## src/rtl/rc_approx_add_arbiter.sv

```systemverilog
// Two-requester round-robin front end sharing one ripple-carry adder whose low
// APPROX_BITS positions can switch to an approximate cell, with a one-entry result register.
module rc_approx_add_arbiter #(
    parameter int WIDTH       = 16,
    parameter int APPROX_BITS = 12,
    parameter int CNT_W       = 16
) (
    input  logic             clk,
    input  logic             rst,
    input  logic             req0_valid,
    output logic             req0_ready,
    input  logic [WIDTH-1:0] req0_in1,
    input  logic [WIDTH-1:0] req0_in2,
    input  logic             req0_approx,
    input  logic             req1_valid,
    output logic             req1_ready,
    input  logic [WIDTH-1:0] req1_in1,
    input  logic [WIDTH-1:0] req1_in2,
    input  logic             req1_approx,
    output logic             res_valid,
    input  logic             res_ready,
    output logic [WIDTH:0]   res_out,
    output logic             res_id,
    output logic [CNT_W-1:0] approx_cnt
);

    logic             res_valid_q, res_valid_d;
    logic [WIDTH:0]   res_out_q, res_out_d;
    logic             res_id_q, res_id_d;
    logic             last_grant_q, last_grant_d;
    logic [CNT_W-1:0] cnt_q, cnt_d;

    logic grant0, grant1, can_load, acc0, acc1;
    logic             sel_approx;
    logic [WIDTH-1:0] sel_in1, sel_in2;

    // Ripple chain: the approximate cell ignores the operand carry and always emits carry 1.
    function automatic logic [WIDTH:0] rc_add(
        input logic [WIDTH-1:0] a,
        input logic [WIDTH-1:0] b,
        input logic             approx
    );
        logic [WIDTH:0] s;
        logic           c;
        s = '0;
        c = 1'b0;
        for (int i = 0; i < WIDTH; i++) begin
            if (approx && (i < APPROX_BITS)) begin
                s[i] = ~c & (~a[i] | b[i]);
                c    = 1'b1;
            end else begin
                s[i] = a[i] ^ b[i] ^ c;
                c    = (a[i] & b[i]) | (c & (a[i] ^ b[i]));
            end
        end
        s[WIDTH] = c;
        return s;
    endfunction

    always_comb begin
        grant0     = req0_valid & (~req1_valid | last_grant_q);
        grant1     = req1_valid & (~req0_valid | ~last_grant_q);
        can_load   = ~res_valid_q | res_ready;
        req0_ready = grant0 & can_load & ~rst;
        req1_ready = grant1 & can_load & ~rst;
        acc0       = req0_valid & req0_ready;
        acc1       = req1_valid & req1_ready;

        sel_in1    = acc1 ? req1_in1 : req0_in1;
        sel_in2    = acc1 ? req1_in2 : req0_in2;
        sel_approx = acc1 ? req1_approx : req0_approx;

        res_valid_d  = res_valid_q;
        res_out_d    = res_out_q;
        res_id_d     = res_id_q;
        last_grant_d = last_grant_q;
        cnt_d        = cnt_q;

        if (res_valid_q && res_ready) begin
            res_valid_d = 1'b0;
        end
        if (acc0 || acc1) begin
            res_valid_d  = 1'b1;
            res_out_d    = rc_add(sel_in1, sel_in2, sel_approx);
            res_id_d     = acc1;
            last_grant_d = acc1;
            if (sel_approx && (cnt_q != '1)) begin
                cnt_d = cnt_q + CNT_W'(1);
            end
        end
    end

    // NOTE: state registers use non-blocking assignments so every flop samples pre-edge values.
    always_ff @(posedge clk) begin
        if (rst) begin
            res_valid_q  <= 1'b0;
            res_out_q    <= '0;
            res_id_q     <= 1'b0;
            last_grant_q <= 1'b1;
            cnt_q        <= '0;
        end else begin
            res_valid_q  <= res_valid_d;
            res_out_q    <= res_out_d;
            res_id_q     <= res_id_d;
            last_grant_q <= last_grant_d;
            cnt_q        <= cnt_d;
        end
    end

    assign res_valid  = res_valid_q;
    assign res_out    = res_out_q;
    assign res_id     = res_id_q;
    assign approx_cnt = cnt_q;

endmodule

```

## config.mk

```make
export PLATFORM = sky130hd
export DESIGN_NAME = rc_approx_add_arbiter
export DESIGN_NICKNAME = d
export VERILOG_FILES = /design/src/rtl/rc_approx_add_arbiter.sv
export SDC_FILE = /design/constraint.sdc
export NUM_CORES = 1
export LEC_CHECK = 0
export ABC_AREA = 1
export CORE_ASPECT_RATIO = 1.1
export CORE_MARGIN = 2
export CORE_UTILIZATION = 35
export CTS_CLUSTER_SIZE = 28
export DETAILED_ROUTE_END_ITERATION = 10
export HOLD_SLACK_MARGIN = 0.12
export PLACE_DENSITY = 0.71
export SYNTH_ARGS = -nofsm -noshare
export SYNTH_HDL_FRONTEND = slang
export SYNTH_SLANG_ARGS = --single-unit
```

## constraint.sdc

```tcl
create_clock -name clk -period 9.95 [get_ports clk]
set_input_delay 2.4875 -clock clk [delete_from_list [all_inputs] [get_ports clk]]
set_output_delay 2.4875 -clock clk [all_outputs]
set_load 0.005 [all_outputs]
```

==> summary.txt <==
Met1 usage = 0.200
Synth Area in XOR/XNOR = 0.0314
DP Area = 3710 um^2
Routed WL = 7.08 mm
GR Overflow Total = 0
CP peak stage delay = 0.40 ns
Simple-gate share of the synthesized area = 0.293
Initial core utilization = 0.361
Top-level I/O count = 108
Via density = 4.87
CP most frequent cell = fa_2
Mapped Avg Cell Area = 7.35 um^2
# placed instances = 533
Die W = 84.8 um
Clk root buf = clkbuf_8
Outcome = finished clean
Reg-to-reg slack, setup = 2.35 ns
Crit-path slowest cell = fa_1
Die Y = 92.9 um
Reg2Reg Depth = 45
Power Density = 114 nW/um^2
Critical Path RT = 10.14 ns
Layout cell share with drive strength beyond 1 = 0.210
PortBufs = 107
Worst slew pin tran = 0.411 ns
Max IR drop VDD = 0.0000740 V
Kind of critical path = in2reg
DRC Markers = 0
Wirelength per Cell = 12.9 um
Multiplexer share of the synthesized area = 0.0637
R2r startpoint = res_valid$_SDFFE_PP0P_
Hold path endpoint = res_out[2]$_SDFFE_PP0P_
Nets = 551
Pre-Repair DR Iteration Count = 5
Clk_lat worst skew = 0.29 ns
Post-layout util = 0.589
Met3 Resource Use GR = 0.0597
Total power draw = 0.468 mW
Global Route Usage Sum = 0.179
Hold depth = 2
Rel. slew slack = 0.723
Hold Startpoint = res_out[2]$_SDFFE_PP0P_
Syn nets = 431
Global placer's final weighted congestion = 0.862
Family with the most delay on the worst path = adder cells
Sequential area share after synthesis = 0.287
Worst r2r dst = res_out[15]$_SDFFE_PP0P_
Final period util = 0.971
Post-route cell area = 4100 um^2
Met2 Use GR = 0.325
Final setup fails = 0
First-pass GRT wire length = 11.4 mm
Clock buffer depth = 2
Antenna Nets Post-Route = 0
Crit start category = input port
Largest family of logic cells by synthesized area = simple AND/OR/NAND/NOR gates
Setup crit end kind = flip-flop
Adder-Cell Fraction of Synth Area = 0.134
Num Clock Sinks = 36
Synth Area in Compound Gates = 0.119
Yosys reg bits = 36
First-iteration detailed-routing DRC count = 57
Worst path bufs/invs = 13
Post-synthesis cell area = 2510 um^2
Max Clock Freq = 104 MHz
Final Instance Count excl. Fillers = 548
Syn. warnings = 0
Hold Violations, Final = 0
Max-Cap Viols = 0
Unique masters post-synth = 29
Worst EP arrival = 9.85 ns
Crit path time final = 9.66 ns
Synth Instances = 342
Largest net degree at the start of global routing = 30
FP Rows = 32
Setup TNS = 0 ns
H-tree lvl count = 2
GR peak layer = met2
Hold Crit Class = reg2reg
Setup Skew = 0.0107 ns
Initial antenna violation count = 0
P_leak = 1.70 nW
ANT cells = 0
RSZ-0062 raised after global routing = false
Area delta synth->final = 63.2%
Vias = 2671
Die ar. = 7870 um^2
Final Max Tran Viols = 0
Hpwl dp = 5.47 mm
Total CTS buffers = 5
CTS clk-pin slew, worst paths = 0.08 ns
Max FO, Critical Path = 7
CTS tree = built
Vias in the first global route = 2559
Core footprint = 6970 um^2
==> power breakdown <==
group          total [mW]  switching [mW]  internal (mW)
Combinational       0.131          0.0585         0.0722
Clock               0.182          0.0561          0.125
Sequential          0.155         0.00401          0.151
Total               0.468           0.119          0.349
==> routing by layer <==
layer	routed length [um]	vias to the layer above
li1	-	1331
met4	41	0
met5	0	-
met3	578	4
met1	2860	1233
met2	3600	103
==> Yosys cell counts (all sizes together) <==
master | n | area (um^2)
dfxtp | 36 | 721
o21ai | 21 | 105
buf | 9 | 53.8
nand2 | 97 | 374
nand3 | 10 | 60.1
clkbuf | 4 | 15.0
fa | 15 | 300
nand3b | 2 | 15.0
and2 | 1 | 6.26
ha | 3 | 37.5
o21a | 10 | 75.1
a21oi | 22 | 110
inv | 30 | 113
xor2 | 4 | 35.0
mux2i | 16 | 160
nand4 | 7 | 50.1
nor3 | 1 | 10.0
nor2 | 38 | 158
o211ai | 1 | 7.51
xnor2 | 5 | 43.8
or2 | 10 | 62.6
==> registers in the layout, indices dropped and copies added, names as in the netlist <==
register,cells
last_grant_q,1
res_id,1
approx_cnt,16
res_valid,1
res_out,17
==> cells by family (layout without fill, tap and decap cells) <==
kind of cell	after synthesis	in the layout
muxes	16	16
buffers and inverters	43	164
DFF	36	36
xor gates and xnor gates	9	9
and+or+nand+nor	166	166
adders and majority gates	18	18
AOI/OAI and AO/OA	54	54
==> how the worst max path moves through the flow <==
stage,from,end,slack [ns],depth (start not counted)
after floorplan,res_ready,res_out[15]$_SDFFE_PP0P_,0.02,47
after global placement,req0_valid,res_out[15]$_SDFFE_PP0P_,-0.45,46
after detailed placement,req0_valid,res_out[15]$_SDFFE_PP0P_,-0.54,46
after CTS,req1_valid,res_out[15]$_SDFFE_PP0P_,0.02,47
after global routing,rst,res_out[15]$_SDFFE_PP0P_,0.01,46
final,rst,res_out[15]$_SDFFE_PP0P_,0.29,44
==> worst reg2reg max path, delay by kind of cell (launching register included) <==
| kind | cells | cell delay [ns] |
|---|---|---|
| buffers and inverters | 11 | 0.75 |
| DFF | 1 | 0.35 |
| AOI/OAI and AO/OA | 1 | 0.07 |
| and+or+nand+nor | 17 | 0.94 |
| adders and majority gates | 16 | 5.38 |
==> through the flow <==
step	worst slack (ns)	hold slack, ns
global placement	-0.450	0.455
CTS	0.0229	0.470
floorplan	0.0188	0.461
finish	0.293	0.474
detailed placement	-0.539	0.459
global route	0.0106	0.524
==> what timing repair did <==
item                                    in CTS  in global routing
buffers inserted                             4                  3
endpoints found under the setup margin       1                  2
hold endpoints to repair                     0                  0
pin swaps                                    6                 23
hold buffers                                 0                  0
gates resized for setup                     11                 55
==> cell usage in the layout (no fill, tap or decap), drive strengths merged, types with 4 or more instances in the layout <==
cell           instances
nor2                  38
nand3                 10
o21ai                 21
mux2i                 16
clkdlybuf4s50        103
o21a                  10
nand2                 97
nand4                  7
fa                    15
xnor2                  5
dlymetal6s2s           4
or2                   10
inv                   30
a21oi                 22
buf                   19
dfxtp                 36
clkbuf                 5
xor2                   4
==> final cells by class <==
type	instances	area, um^2
Inverter	30	113
Fill cell	648	2870
Clock inverter	3	90.1
Multi-Input combinational cell	263	1770
Clock buffer	5	68.8
Sequential cell	36	721
Tap cell	85	106
Timing Repair Buffer	126	1230
Note: power is estimated with default switching activity, not from simulation.
